--- config.mk ---
export PLATFORM = sky130hd
export DESIGN_NAME = id_ex_stage
export DESIGN_NICKNAME = d
export VERILOG_FILES = /design/src/rtl/id_ex_stage.sv
export SDC_FILE = /design/constraint.sdc
export NUM_CORES = 1
export LEC_CHECK = 0
export CORE_MARGIN = 8
export CORE_UTILIZATION = 41
export DETAILED_ROUTE_END_ITERATION = 12
export PLACE_DENSITY = 0.87
export SLEW_MARGIN = 20
export SYNTH_ARGS = -nofsm -noshare
export SYNTH_HDL_FRONTEND = slang
export SYNTH_SLANG_ARGS = --single-unit
--- constraint.sdc ---
create_clock -name i_clk -period 6.03 [get_ports i_clk]
set_input_delay 1.809 -clock i_clk [delete_from_list [all_inputs] [get_ports i_clk]]
set_output_delay 1.809 -clock i_clk [all_outputs]
set_load 0.02 [all_outputs]
--- src/rtl/id_ex_stage.sv ---
// ID/EX pipeline register with ALU control decode, operand forwarding
// and load-use hazard detection for the execute stage.
module id_ex_stage #(
    parameter int XLEN = 32
) (
    input  logic            i_clk,
    input  logic            i_rst_n,
    input  logic            i_stall,
    input  logic            i_flush,
    input  logic            i_id_valid,
    input  logic [XLEN-1:0] i_id_pc,
    input  logic [XLEN-1:0] i_id_rs1_data,
    input  logic [XLEN-1:0] i_id_rs2_data,
    input  logic [4:0]      i_id_rs1,
    input  logic [4:0]      i_id_rs2,
    input  logic [4:0]      i_id_rd,
    input  logic [XLEN-1:0] i_id_imm,
    input  logic [1:0]      i_id_src_a,
    input  logic            i_id_src_b,
    input  logic [1:0]      i_id_op_class,
    input  logic [2:0]      i_id_funct3,
    input  logic            i_id_funct7b5,
    input  logic            i_id_regwrite,
    input  logic            i_id_memread,
    input  logic            i_id_memwrite,
    input  logic [4:0]      i_exmem_rd,
    input  logic            i_exmem_regwrite,
    input  logic [XLEN-1:0] i_exmem_result,
    input  logic [4:0]      i_memwb_rd,
    input  logic            i_memwb_regwrite,
    input  logic [XLEN-1:0] i_memwb_result,
    output logic [XLEN-1:0] o_alu_da,
    output logic [XLEN-1:0] o_alu_db,
    output logic [3:0]      o_alu_ctl,
    output logic            o_ex_valid,
    output logic [4:0]      o_ex_rd,
    output logic            o_ex_regwrite,
    output logic            o_ex_memread,
    output logic            o_ex_memwrite,
    output logic [XLEN-1:0] o_ex_pc,
    output logic [XLEN-1:0] o_ex_store_data,
    output logic            o_load_use
);

    typedef struct packed {
        logic            valid;
        logic            regwrite;
        logic            memread;
        logic            memwrite;
        logic [XLEN-1:0] pc;
        logic [XLEN-1:0] rs1_data;
        logic [XLEN-1:0] rs2_data;
        logic [XLEN-1:0] imm;
        logic [4:0]      rs1;
        logic [4:0]      rs2;
        logic [4:0]      rd;
        logic [1:0]      src_a;
        logic            src_b;
        logic [3:0]      alu_ctl;
    } id_ex_t;

    id_ex_t          r_q;
    id_ex_t          w_d;
    logic [3:0]      w_alu_ctl;
    logic [3:0]      w_f3_ctl;
    logic [XLEN-1:0] w_fwd_a;
    logic [XLEN-1:0] w_fwd_b;

    always_comb begin
        w_f3_ctl = 4'b0000;
        case (i_id_funct3)
            3'b000:  w_f3_ctl = (i_id_op_class == 2'b01 && i_id_funct7b5)
                                ? 4'b0010 : 4'b0000;
            3'b001:  w_f3_ctl = 4'b1100;
            3'b010:  w_f3_ctl = 4'b1001;
            3'b011:  w_f3_ctl = 4'b1000;
            3'b100:  w_f3_ctl = 4'b0110;
            3'b101:  w_f3_ctl = i_id_funct7b5 ? 4'b1110 : 4'b1101;
            3'b110:  w_f3_ctl = 4'b0101;
            default: w_f3_ctl = 4'b0100;
        endcase
    end

    // Branch compares: beq/bne subtract, blt/bge signed, bltu/bgeu unsigned.
    always_comb begin
        w_alu_ctl = 4'b0000;
        unique case (1'b1)
            (i_id_op_class == 2'b00): w_alu_ctl = 4'b0000;
            (i_id_op_class == 2'b11): begin
                case (i_id_funct3[2:1])
                    2'b10:   w_alu_ctl = 4'b1001;
                    2'b11:   w_alu_ctl = 4'b1000;
                    default: w_alu_ctl = 4'b0010;
                endcase
            end
            default: w_alu_ctl = w_f3_ctl;
        endcase
    end

    always_comb begin
        w_d          = '0;
        w_d.valid    = i_id_valid;
        w_d.regwrite = i_id_valid & i_id_regwrite;
        w_d.memread  = i_id_valid & i_id_memread;
        w_d.memwrite = i_id_valid & i_id_memwrite;
        w_d.pc       = i_id_pc;
        w_d.rs1_data = i_id_rs1_data;
        w_d.rs2_data = i_id_rs2_data;
        w_d.imm      = i_id_imm;
        w_d.rs1      = i_id_rs1;
        w_d.rs2      = i_id_rs2;
        w_d.rd       = i_id_rd;
        w_d.src_a    = i_id_src_a;
        w_d.src_b    = i_id_src_b;
        w_d.alu_ctl  = w_alu_ctl;
    end

    always_ff @(posedge i_clk or negedge i_rst_n) begin
        if (!i_rst_n) begin
            r_q <= '0;
        end else if (i_flush) begin
            r_q <= '0;
        end else if (!i_stall) begin
            r_q <= w_d;
        end
    end

    function automatic logic [XLEN-1:0] fwd(
        input logic [4:0]      rs,
        input logic [XLEN-1:0] rdata,
        input logic [4:0]      em_rd,
        input logic            em_we,
        input logic [XLEN-1:0] em_res,
        input logic [4:0]      mw_rd,
        input logic            mw_we,
        input logic [XLEN-1:0] mw_res
    );
        if (em_we && em_rd != 5'd0 && em_rd == rs)
            return em_res;
        else if (mw_we && mw_rd != 5'd0 && mw_rd == rs)
            return mw_res;
        else
            return rdata;
    endfunction

    always_comb begin
        w_fwd_a = fwd(r_q.rs1, r_q.rs1_data,
                      i_exmem_rd, i_exmem_regwrite, i_exmem_result,
                      i_memwb_rd, i_memwb_regwrite, i_memwb_result);
        w_fwd_b = fwd(r_q.rs2, r_q.rs2_data,
                      i_exmem_rd, i_exmem_regwrite, i_exmem_result,
                      i_memwb_rd, i_memwb_regwrite, i_memwb_result);
    end

    always_comb begin
        o_alu_da = '0;
        unique case (1'b1)
            (r_q.src_a == 2'b00): o_alu_da = w_fwd_a;
            (r_q.src_a == 2'b01): o_alu_da = r_q.pc;
            default:              o_alu_da = '0;
        endcase
    end

    assign o_alu_db        = r_q.src_b ? r_q.imm : w_fwd_b;
    assign o_alu_ctl       = r_q.alu_ctl;
    assign o_ex_valid      = r_q.valid;
    assign o_ex_rd         = r_q.rd;
    assign o_ex_regwrite   = r_q.regwrite;
    assign o_ex_memread    = r_q.memread;
    assign o_ex_memwrite   = r_q.memwrite;
    assign o_ex_pc         = r_q.pc;
    assign o_ex_store_data = w_fwd_b;

    assign o_load_use = r_q.valid & r_q.memread & (r_q.rd != 5'd0)
                      & ((r_q.rd == i_id_rs1) | (r_q.rd == i_id_rs2));

endmodule

### Word-level counts from Yosys, hierarchy flattened

Index checks and enable logic that the tools add are counted.

| word-level totals | value |
|---|---|
| output and inout bits | 142 |
| logic and storage cells | 65 |
| register bits after elaboration | 154 |

| operators by class | value |
|---|---|
| multiplexer cells | 13 |
| equal/unequal tests | 18 |
| reductions and logical operators | 13 |
| bitwise logic cells | 7 |

Operators with widths:

| operator | number |
|---|---|
| $mux W154 | 2 |
| $mux W32 | 5 |
| $pmux W32 S2 | 1 |
| $eq A5 B5 Y1 | 6 |
| $pmux W4 S7 | 1 |
| $pmux W4 S2 | 2 |
| $reduce_bool A5 Y1 | 3 |
| $eq A3 B3 Y1 const B | 3 |
| $logic_and A1 B1 Y1 | 7 |
| $and A1 B1 Y1 | 6 |
| $eq A2 B2 Y1 const B | 3 |
| $eq A3 B2 Y1 const B | 2 |
| $eq A2 B1 Y1 const B | 2 |
| $logic_not A2 Y1 | 2 |
| $mux W2 | 2 |
| $eq A3 B1 Y1 const B | 1 |
| $logic_not A3 Y1 | 1 |
| $ne A2 B1 Y1 const B | 1 |
| $or A1 B1 Y1 | 1 |

### Depth between registers and ports, before layout

Gate-level depths: netlist of the first run.

| depth | value |
|---|---|
| word-level depth | 7 |
| depth in mapped cells | 7 |

### Worst setup path after synthesis of the first run

OpenSTA, ideal clock, no wires.

| path | value |
|---|---|
| kind | input port to output port |
| start | in i_memwb_rd[0] |
| end | out o_alu_db[13] |
| required time | 4.221 ns |
| slack | 0.552 ns |
| arrival | 3.669 ns |
| buffers on the path | 2 |
| cell stages on the path | 7 |
| cell sequence | or4_4 a21bo_1 and3_1 buf_6 buf_6 mux2i_1 a221oi_1 |

| between the ends | value |
|---|---|
| longest elaborated chain between the ends | 6 |

Ends and longest elaborated chain:

| element | RTL line | source |
|---|---|---|
| from (decl) | 29 | `input logic [4:0] i_memwb_rd,` |
| $reduce_bool A5 Y1 | 140 | `else if (mw_we && mw_rd != 5'd0 && mw_rd == rs)` |
| $logic_and A1 B1 Y1 | 140 |  |
| $logic_and A1 B1 Y1 (*) | 140 |  |
| $mux W32 (*) | 140 |  |
| $mux W32 (*) | 138 | `if (em_we && em_rd != 5'd0 && em_rd == rs)` |
| $mux W32 (*) | 164 | `assign o_alu_db = r_q.src_b ? r_q.imm : w_fwd_b;` |
| to (decl) | 33 | `output logic [XLEN-1:0] o_alu_db,` |

Every way passes the cells marked *; elsewhere a longest branch is shown, timed or not.

### Final worst setup path of the first run

| path | value |
|---|---|
| start | in i_exmem_rd[2] |
| end | out o_alu_db[30] |

| between the ends | value |
|---|---|
| longest elaborated chain between the ends | 5 |

Ends and longest elaborated chain:

| element | RTL line | source |
|---|---|---|
| from (decl) | 26 | `input logic [4:0] i_exmem_rd,` |
| $reduce_bool A5 Y1 | 138 |  |
| $logic_and A1 B1 Y1 | 138 |  |
| $logic_and A1 B1 Y1 (*) | 138 |  |
| $mux W32 (*) | 138 |  |
| $mux W32 (*) | 164 |  |

Marked as above.

==> metrics.md, run 1 <==
| Metric | Value |
|---|---|
| Outcome | `completed` |
| Port bufs | `377` |
| Post-Route WL | `39,700 um` |
| Initial antenna violation count | `2` |
| Total grt overflow | `0` |
| TritonRoute pass-1 iters | `5` |
| CTS Root Cell | `clkbuf_16` |
| HP Class | `register to register` |
| DRT iter0 DRCs | `746` |
| Warnings from Yosys | `0` |
| Slowest stage delay, CP | `0.55 ns` |
| Sequential area share after synthesis | `0.410` |
| Power, Total | `3.07 mW` |
| Post-synth top cells | `193 x nor2_1, 180 x mux2i_1, 154 x dfrtp_1` |
| WS Path Type | `input port to primary output` |
| Area grow syn2layout | `50.2%` |
| Fmax | `0.167 GHz` |
| Hold path depth | `2` |
| Vias/cell | `5.53` |
| Hold Vio Cnt, Final | `0` |
| Sinks on Clock Net | `154` |
| Post-layout min period | `6.00 ns` |
| Setup tns final | `0 ns` |
| Leak Pwr | `6.63 nW` |
| Worst EP required | `4.22 ns` |
| Top cell type by total area after synthesis | `dfrtp_1` |
| Syn_area_per_cell | `8.93 um2` |
| R2r startpoint | `r_q[4]$_DFFE_PN0P_` |
| Post-synth EDFFs | `0` |
| Clock transition at path regs | `0.06 ns` |
| Peak VDD IR | `153 uV` |
| Area share of the largest cell type after synthesis | `0.410` |
| Total number of vias | `9,391` |
| Most frequent CP cell | `buf_4` |
| CP Data Arrival Time | `4.19 ns` |
| Max-slew headroom | `0.194` |
| Core Footprint | `22,600 um2` |
| Post-DP HPWL | `30,300 um` |
| Clock H-tree levels | `4` |
| Reg-to-reg endpoint | `r_q[4]$_DFFE_PN0P_` |
| Share of cells above drive strength 1 | `0.123` |
| Unrepaired setup endpoints after global routing | `true` |
| Worst Tran Pin Value | `1.21 ns` |
| Vias in the first global route | `9,895` |
| Buffers and inverters on the worst path | `5` |
| Final #Nets | `1,640` |
| Critical path, cell by cell | `clkdlybuf4s50_1 > or4_4 > o211a_4 > nand2_8 > buf_12 > buf_4 > nor3_1 > a221oi_1 > buf_4 > buf_4` |
| Routed WL per cell | `23.4 um` |
| Initial Util | `0.417` |
| Cell family with most CP delay | `buffers and inverters` |
| Worst path slowest cell | `or4_4` |
| Post-route ant nets | `0` |
| Synth Register Bits | `154` |
| Most common cell in the netlist | `nor2_1` |
| Row cnt | `55` |
| Final setup viols | `0` |
| Pins over their slew limit | `0` |
| Overall Global Routing Usage | `0.275` |
| Die Y | `167 um` |
| Count of different cell masters after synthesis | `41` |
| Fill cell count | `1,956` |
| Max_cap viols | `0` |
| Hold Crit Start | `r_q[25]$_DFFE_PN0P_` |
| Synthesized cell area | `9410 um2` |
| Post-synth ARST share | `1.00` |
| Die X-Extent | `167 um` |
| TritonCTS buffer count | `17` |
| Hold Path End | `r_q[25]$_DFFE_PN0P_` |
| Reg2Reg Depth | `2` |
| Util after Layout | `0.626` |
| DRC errors left | `0` |
| CP Launch Type | `input port` |
| Deepest clock path buffer count | `2` |
| Synth Net Count | `1,292` |
| Cell count after synthesis | `1,054` |
| Max FO, Critical Path | `28` |
| Worst-Skew Late Latency | `0.41 ns` |
| Period utilization | `0.995` |
| Post-Route Skew | `0 ns` |
| First-pass GRT wire length | `59,400 um` |
| Synth Flop Type | `dfrtp_1` |
| CTS tree | `yes` |
| Top area cells in the synthesized netlist | `dfrtp_1 41%, mux2i_1 19%, nor2_1 7.7%, nor3_1 3.7%, buf_4 3.4%` |
| Largest net degree at the start of global routing | `155` |
| FF-to-FF setup slack | `4.86 ns` |
| Power Density | `217 nW/um2` |
| Die ar. | `28,000 um2` |
| IO Pins | `378` |
| Type of element capturing the critical path | `primary output` |
| Routability congestion estimate | `0.937` |
==> cells by family (layout without fill, tap and decap cells) <==
| family | Yosys count | count (layout) | synth area share |
|---|---|---|---|
| AND/OR/NAND/NOR | 321 | 322 | 0.143 |
| buffers and inverters | 190 | 548 | 0.0995 |
| multiplexers | 180 | 180 | 0.192 |
| AO/OA/AOI/OAI | 178 | 178 | 0.126 |
| flip-flops | 154 | 154 | 0.410 |
| XOR/XNOR | 29 | 29 | 0.0270 |
| adder cells (fa/ha/maj) | 2 | 2 | 0.00266 |
| other | 0 | 1 | 0 |
==> metrics by stage <==
step,setup slack (ns),area [um2],hold WS [ns],instances
2_1_floorplan,0.552,9410,0.480,1054
5_1_grt,-0.0268,14100,0.546,1698
3_5_place_dp,-0.348,13600,0.517,1664
3_3_place_gp,-0.290,13600,0.496,1664
4_1_cts,0.00683,14100,0.531,1697
6_report,0.0324,14100,0.525,1699
==> metal layers <==
layer / up-vias / track usage / share of wire
li1: 4278 / - / -
met1: 4560 / 0.307 / 0.38
met2: 456 / 0.484 / 0.51
met3: 93 / 0.0802 / 0.076
met4: 4 / 0.112 / 0.036
met5: - / 0 / 0.00058
==> sequential cells by signal, summed over array words and instances (netlist names) <==
| name | flops |
|---|---|
| o_ex_valid | 1 |
| o_ex_memread | 1 |
| o_ex_regwrite | 1 |
| o_alu_ctl | 4 |
| o_ex_pc | 32 |
| o_ex_rd | 5 |
| r_q | 109 |
| o_ex_memwrite | 1 |
==> power breakdown <==
| group | internal [mW] | total [mW] | switching (mW) |
|---|---|---|---|
| sequential | 1.09 | 1.14 | 0.0512 |
| clock | 0.655 | 1.12 | 0.464 |
| combinational | 0.387 | 0.809 | 0.422 |
==> placed cells by master (no fill, tap or decap), types with 2 or more instances in the layout <==
cell             instances
buf_12                  17
clkinvlp_4               4
a221oi_1                22
mux2i_1                175
bufinv_16                3
nand3_1                  4
xor2_1                   9
a221oi_2                10
nand2b_1                 2
clkdlybuf4s50_1        278
a21oi_1                 38
dlygate4sd1_1            2
clkbuf_16               17
mux2i_2                  4
or4_4                    2
buf_4                   74
nor2b_1                  3
nor2_1                 191
a211oi_1                31
ha_1                     2
clkbuf_2                19
nor3_1                  68
nand2_1                 38
nor2_2                   2
a211oi_2                 2
o21ai_0                 32
inv_6                    3
dlygate4sd2_1           49
xnor2_1                 20
clkdlybuf4s15_1          8
o21ai_1                 33
dfrtp_1                153
inv_1                   67
==> how the worst max path moves through the flow <==
| stage | startpoint | to | cells after the start |
|---|---|---|---|
| final | i_exmem_rd[2] | o_alu_db[30] | 10 |
| after global routing | i_exmem_rd[2] | o_alu_db[30] | 10 |
| after CTS | i_memwb_rd[0] | o_alu_db[28] | 8 |
| after detailed placement | i_exmem_rd[2] | o_alu_db[28] | 8 |
| after global placement | i_exmem_rd[2] | o_alu_db[28] | 8 |
| after floorplan | i_memwb_rd[0] | o_alu_db[13] | 7 |
==> worst min-delay path, cell delays in order (launching register included) <==
cell and delay (ns):
dfrtp_1 0.34, mux2i_1 0.07, nor2_1 0.08
==> timing repair <==
action | 4_1_cts | 5_1_grt
cloned | 1 | 0
setup endpoints to repair | 81 | 41
pin swaps | 1 | 3
gates resized for setup | 92 | 71
buffers inserted | 2 | 1
hold buffers | 0 | 0
==> layout make-up <==
type	instances	area, um2	area share
well taps	285	357	0.0252
clock buffers	18	429	0.0304
repair buffers	451	4340	0.307
inverters	67	251	0.0178
flip-flops and latches	154	3850	0.273
multi-input cells	711	4730	0.335
diodes	1	2.50	0.000177
clock inverters	12	166	0.0118
Note: power is estimated with default switching activity, not from simulation.
==> run 2: changes to the inputs <==
--- a/config.mk
+++ b/config.mk
@@ -8,8 +8,9 @@
 export CORE_MARGIN = 8
 export CORE_UTILIZATION = 41
 export DETAILED_ROUTE_END_ITERATION = 12
+export GPL_ROUTABILITY_DRIVEN = 0
 export PLACE_DENSITY = 0.87
-export SLEW_MARGIN = 20
+export SLEW_MARGIN = 5
 export SYNTH_ARGS = -nofsm -noshare
 export SYNTH_HDL_FRONTEND = slang
 export SYNTH_SLANG_ARGS = --single-unit
==> metrics.md, run 2 (synthesis results as in run 1) <==
| Metric | Value |
|---|---|
| Outcome | `completed` |
| Share of cells above drive strength 1 | `0.122` |
| Critical path, cell by cell | `clkdlybuf4s50_1 > or4_4 > a21bo_1 > and3_1 > buf_12 > mux2i_1 > a221oi_1 > dlygate4sd1_1` |
| Fill cell count | `1,882` |
| HP Class | `register to register` |
| First-pass GRT wire length | `58,600 um` |
| Hold bufs inserted after CTS | `0` |
| Design area | `14,000 um2` |
| Die ar. | `28,000 um2` |
| Largest Register | `r_q` |
| CTS Root Cell | `clkbuf_16` |
| Post-Route Skew | `0 ns` |
| Fmax | `0.167 GHz` |
| TritonRoute pass-1 iters | `5` |
| Worst Tran Pin Value | `1.11 ns` |
| Hold Vio Cnt, Final | `0` |
| Post-DP Area | `13,500 um2` |
| Max_cap viols | `0` |
| Hold Path End | `r_q[53]$_DFFE_PN0P_` |
| Clk network pwr share | `0.359` |
| Overall Global Routing Usage | `0.271` |
| Commonest non-fill, non-tap cell in the layout | `clkdlybuf4s50_1` |
| Power, Total | `3.03 mW` |
| Post-layout min period | `6.00 ns` |
| R2r startpoint | `r_q[4]$_DFFE_PN0P_` |
| Max FO, Critical Path | `15` |
| Row cnt | `55` |
| Post-Route WL | `39,100 um` |
| Type of element capturing the critical path | `primary output` |
| Sinks on Clock Net | `154` |
| TritonCTS buffer count | `17` |
| Pins over their slew limit | `0` |
| Worst EP required | `4.22 ns` |
| Reported net switching power | `965 uW` |
| Highest-count cells in the layout ignoring fill and taps | `278 x clkdlybuf4s50_1, 191 x nor2_1, 172 x mux2i_1` |
| Gate power share | `0.264` |
| Multi-input gate area | `4720 um2` |
| Worst path slowest cell | `or4_4` |
| DRT iter0 DRCs | `929` |
| Power Density | `216 nW/um2` |
| Vias in the first global route | `9,749` |
| Final setup viols | `0` |
| Register area | `3850 um2` |
| Port bufs | `377` |
| Flop pwr share | `0.377` |
| Area grow syn2layout | `49.2%` |
| Peak VDD IR | `169 uV` |
| Int Pwr | `2.06 mW` |
| Worst-Skew Late Latency | `0.41 ns` |
| Switching Share | `0.319` |
| FF-to-FF setup slack | `5.12 ns` |
| Die Y | `167 um` |
| Die X-Extent | `167 um` |
| CP Data Arrival Time | `4.19 ns` |
| Post-route ant nets | `0` |
| Leak Pwr | `6.58 nW` |
| Max FFs per register | `109` |
| Initial Util | `0.417` |
| Total number of vias | `9,325` |
| Reg-to-reg endpoint | `r_q[4]$_DFFE_PN0P_` |
| Total grt overflow | `0` |
| WS Path Type | `input port to primary output` |
| Routed WL per cell | `23.1 um` |
| Util after Layout | `0.622` |
| DRC errors left | `0` |
| Unrepaired setup endpoints after global routing | `true` |
| Period utilization | `0.994` |
| Clock transition at path regs | `0.06 ns` |
| Hold Crit Start | `r_q[53]$_DFFE_PN0P_` |
| Max-slew headroom | `0.260` |
| Post-DP HPWL | `30,100 um` |
| CTS tree | `yes` |
| Largest net degree at the start of global routing | `145` |
| Deepest clock path buffer count | `2` |
| Vias/cell | `5.51` |
| CP Launch Type | `input port` |
| Clock H-tree levels | `4` |
| Reg2Reg Depth | `2` |
| Hold path depth | `2` |
| IO Pins | `378` |
| Slowest stage delay, CP | `0.54 ns` |
| Initial antenna violation count | `4` |
| Final #Nets | `1,630` |
| Core Footprint | `22,600 um2` |
run 2: cell count changes in the layout (fill, tap and decap cells not counted), sizes merged, moves of 2 or more:
cell	before	now
bufinv	3	1
clkdlybuf4s15	9	5
clkbuf	37	42
clkinvlp	4	1
buf	94	84
inv	71	77
run 2: layout make-up:
type | instances | share of cell area
sequential | 154 | 0.275
clock inverter | 14 | 0.0106
multi-input combinational | 710 | 0.336
tap | 285 | 0.0254
inverter | 67 | 0.0179
timing repair buffer | 442 | 0.304
clock buffer | 18 | 0.0306
antenna | 2 | 0.000357
run 2: layer usage:
metal | track usage | vias up | wire (um)
met5 | 0 | - | 22
met4 | 0.138 | 4 | 1930
met3 | 0.0781 | 93 | 3190
met2 | 0.466 | 492 | 19200
met1 | 0.303 | 4471 | 14800
li1 | - | 4265 | -
run 2: repair_timing:
item                       CTS  global route
setup endpoints to repair   80            58
gates resized for setup     89            71
buffers inserted             0             2
hold endpoints to repair     0             0
gates cloned                 0             1
pin swaps                    1            10
run 2: power by group through the flow:
stage / logic, mW / registers (mW) / clock network, mW
finish: 0.798 / 1.14 / 1.09
global route: 0.854 / 1.15 / 1.16
CTS: 0.798 / 1.14 / 1.11
detailed placement: 0.830 / 1.16 / 0
global placement: 0.818 / 1.16 / 0
floorplan: 0.396 / 1.14 / 0
run 2: stage by stage:
step                      hold slack (ns)  std cells  setup slack [ns]  setup TNS (ns)
after global placement              0.497       1655            -0.309          -12.78
after detailed placement            0.506       1655            -0.331          -14.60
after floorplan                     0.480       1054             0.552               0
final                               0.520       1692            0.0337               0
after global routing                0.550       1692           -0.0436          -0.377
after CTS                           0.523       1687           0.00105               0
run 2: worst max-delay path, delay by kind of cell:
kind | cells | cell delay (ns)
AO/OA/AOI/OAI | 2 | 0.51
multiplexers | 1 | 0.15
buffers and inverters | 3 | 0.98
AND/OR/NAND/NOR | 2 | 0.72
run 2: worst max-delay path by stage:
stage	start	end	slack, ns	depth (start not counted)
finish	i_memwb_rd[1]	o_alu_db[28]	0.03	8
global placement	i_memwb_rd[0]	o_alu_da[29]	-0.31	10
detailed placement	i_exmem_rd[1]	o_alu_da[24]	-0.33	8
CTS	i_memwb_rd[1]	o_alu_da[25]	0.001	10
floorplan	i_memwb_rd[0]	o_alu_db[13]	0.55	7
global route	i_memwb_rd[0]	o_alu_db[23]	-0.04	9
==> run 3: changes to the inputs <==
--- a/config.mk
+++ b/config.mk
@@ -5,6 +5,7 @@
 export SDC_FILE = /design/constraint.sdc
 export NUM_CORES = 1
 export LEC_CHECK = 0
+export ABC_CLOCK_PERIOD_IN_PS = 7370
 export CORE_MARGIN = 8
 export CORE_UTILIZATION = 41
 export DETAILED_ROUTE_END_ITERATION = 12
==> constraint.sdc (replaced) <==
create_clock -name i_clk -period 7.37 [get_ports i_clk]
set_input_delay 2.211 -clock i_clk [delete_from_list [all_inputs] [get_ports i_clk]]
set_output_delay 2.211 -clock i_clk [all_outputs]
set_load 0.005 [all_outputs]
==> metrics.md, run 3 (synthesis results as in run 1) <==
| Metric | Value |
|---|---|
| Total grt overflow | `0` |
| Deepest clock path buffer count | `2` |
| Port bufs | `377` |
| TritonCTS buffer count | `17` |
| Peak VDD IR | `145 uV` |
| Outcome | `completed` |
| CP Launch Type | `input port` |
| Post-Route WL | `38,800 um` |
| Worst EP required | `5.16 ns` |
| Unrepaired setup endpoints after global routing | `false` |
| HP Class | `register to register` |
| Commonest non-fill, non-tap cell in the layout | `clkdlybuf4s50_1` |
| Post-route setup slack | `0.117 ns` |
| Clk network pwr share | `0.358` |
| Post-DP HPWL | `29,900 um` |
| DRC errors left | `0` |
| Flop pwr share | `0.393` |
| Type of element capturing the critical path | `primary output` |
| Die Y | `167 um` |
| Initial antenna violation count | `3` |
| Routed met3 length | `3640 um` |
| CTS Root Cell | `clkbuf_16` |
| Share of cells above drive strength 1 | `0.0537` |
| Critical path, cell by cell | `clkdlybuf4s50_1 > or4_1 > o211a_1 > nand2_4 > buf_12 > nor3_1 > a221oi_1 > clkdlybuf4s50_1` |
| Fill cell count | `1,885` |
| Max-slew headroom | `0.313` |
| Vias/cell | `5.60` |
| Multi-input gate area | `4670 um2` |
| TritonRoute pass-1 iters | `8` |
| CP Data Arrival Time | `5.04 ns` |
| Highest-count cells in the layout ignoring fill and taps | `374 x clkdlybuf4s50_1, 191 x nor2_1, 180 x mux2i_1` |
| Total number of vias | `9,214` |
| Largest Register | `r_q` |
| Die ar. | `28,000 um2` |
| Most frequent CP cell | `clkdlybuf4s50_1` |
| CTS tree | `yes` |
| Post-Route Skew | `0 ns` |
| Worst Tran Pin Value | `1.03 ns` |
| First-pass GRT wire length | `58,300 um` |
| Max_cap viols | `0` |
| Power Density | `173 nW/um2` |
| Worst path slowest cell | `or4_1` |
| Int Pwr | `1.68 mW` |
| Top Metal Used | `met5` |
| Worst-Skew Late Latency | `0.41 ns` |
| Area grow syn2layout | `45.7%` |
| Slowest stage delay, CP | `0.60 ns` |
| Pins over their slew limit | `0` |
| Met2 routed WL | `19,500 um` |
| Final #Nets | `1,584` |
| Initial Util | `0.417` |
| Sinks on Clock Net | `154` |
| Period utilization | `0.984` |
| WS Path Type | `input port to primary output` |
| Fmax | `0.138 GHz` |
| Gate power share | `0.249` |
| Post-route ant nets | `0` |
| Setup tns final | `0 ns` |
| IO Pins | `378` |
| Final setup viols | `0` |
| DRT iter0 DRCs | `883` |
| Die X-Extent | `167 um` |
| Switching Share | `0.292` |
| Max FO, Critical Path | `37` |
| Pre-CTS setup slack | `0.113 ns` |
| Post-layout min period | `7.25 ns` |
| Largest net degree at the start of global routing | `100` |
| Routed WL per cell | `23.6 um` |
| Clock H-tree levels | `4` |
| Clock transition at path regs | `0.06 ns` |
| Vias in the first global route | `9,578` |
| Hold bufs inserted after CTS | `0` |
| Leak Pwr | `6.13 nW` |
| Row cnt | `55` |
| Register area | `3850 um2` |
| Core Footprint | `22,600 um2` |
| Hold Vio Cnt, Final | `0` |
| Overall Global Routing Usage | `0.269` |
| Reported net switching power | `692 uW` |
| Max FFs per register | `109` |
| Wire length on met1 | `13,900 um` |
==> run 3: layout make-up <==
class,instances,area share
multi-input combinational,710,0.341
tap,285,0.0260
inverter,67,0.0183
timing repair buffer,396,0.292
antenna,2,0.000365
clock inverter,12,0.00776
clock buffer,20,0.0333
sequential,154,0.281
==> run 3: worst max-delay path, delay by kind of cell <==
family | cells | cell delay (ns)
buffers and inverters | 3 | 1.30
AO/OA/AOI/OAI | 2 | 0.62
AND/OR/NAND/NOR | 3 | 0.89
==> run 3: path summary, 6_finish.rpt <==
kind,startpoint,endpoint,slack (ns),depth (start not counted)
setup / recovery,i_exmem_rd[1],o_alu_db[0],0.12,8
hold / removal,r_q[85]$_DFFE_PN0P_,r_q[85]$_DFFE_PN0P_,0.53,2
setup reg to reg,r_q[4]$_DFFE_PN0P_,r_q[4]$_DFFE_PN0P_,5.91,3
hold reg to reg,r_q[85]$_DFFE_PN0P_,r_q[85]$_DFFE_PN0P_,0.53,2
max in group asynchronous,i_rst_n,o_ex_pc[3]$_DFFE_PN0P_,4.10,2
min in group asynchronous,i_rst_n,o_ex_pc[16]$_DFFE_PN0P_,1.87,1
==> run 3: routing by layer <==
metal | vias to the layer above | track usage
met3 | 93 | 0.0870
met4 | 2 | 0.123
met1 | 4419 | 0.288
met2 | 527 | 0.477
met5 | - | 0
li1 | 4173 | -
==> run 3: through the flow <==
stage          total power, mW  utilization  instances  hold WS, ns  instance area, um2
3_3_place_gp              1.52        0.581       1612        0.497               13100
2_1_floorplan             1.18            -       1054        0.480                9410
5_1_grt                   2.48        0.607       1646        0.546               13700
4_1_cts                   2.39        0.606       1644        0.529               13700
6_report                  2.37        0.607       1646        0.525               13700
3_5_place_dp              1.54        0.581       1612        0.514               13100
==> run 3: power by group through the flow <==
| stage | clock network, mW | registers (mW) | logic (mW) |
|---|---|---|---|
| 2_1_floorplan | 0 | 0.932 | 0.250 |
| 3_3_place_gp | 0 | 0.945 | 0.579 |
| 3_5_place_dp | 0 | 0.948 | 0.589 |
| 4_1_cts | 0.869 | 0.932 | 0.592 |
| 5_1_grt | 0.909 | 0.937 | 0.634 |
| 6_report | 0.848 | 0.933 | 0.591 |
==> run 3: repair_timing <==
| action | in CTS | in global routing |
|---|---|---|
| resized for setup | 0 | 3 |
| setup endpoints to repair | 0 | 4 |
| buffers inserted | 0 | 0 |
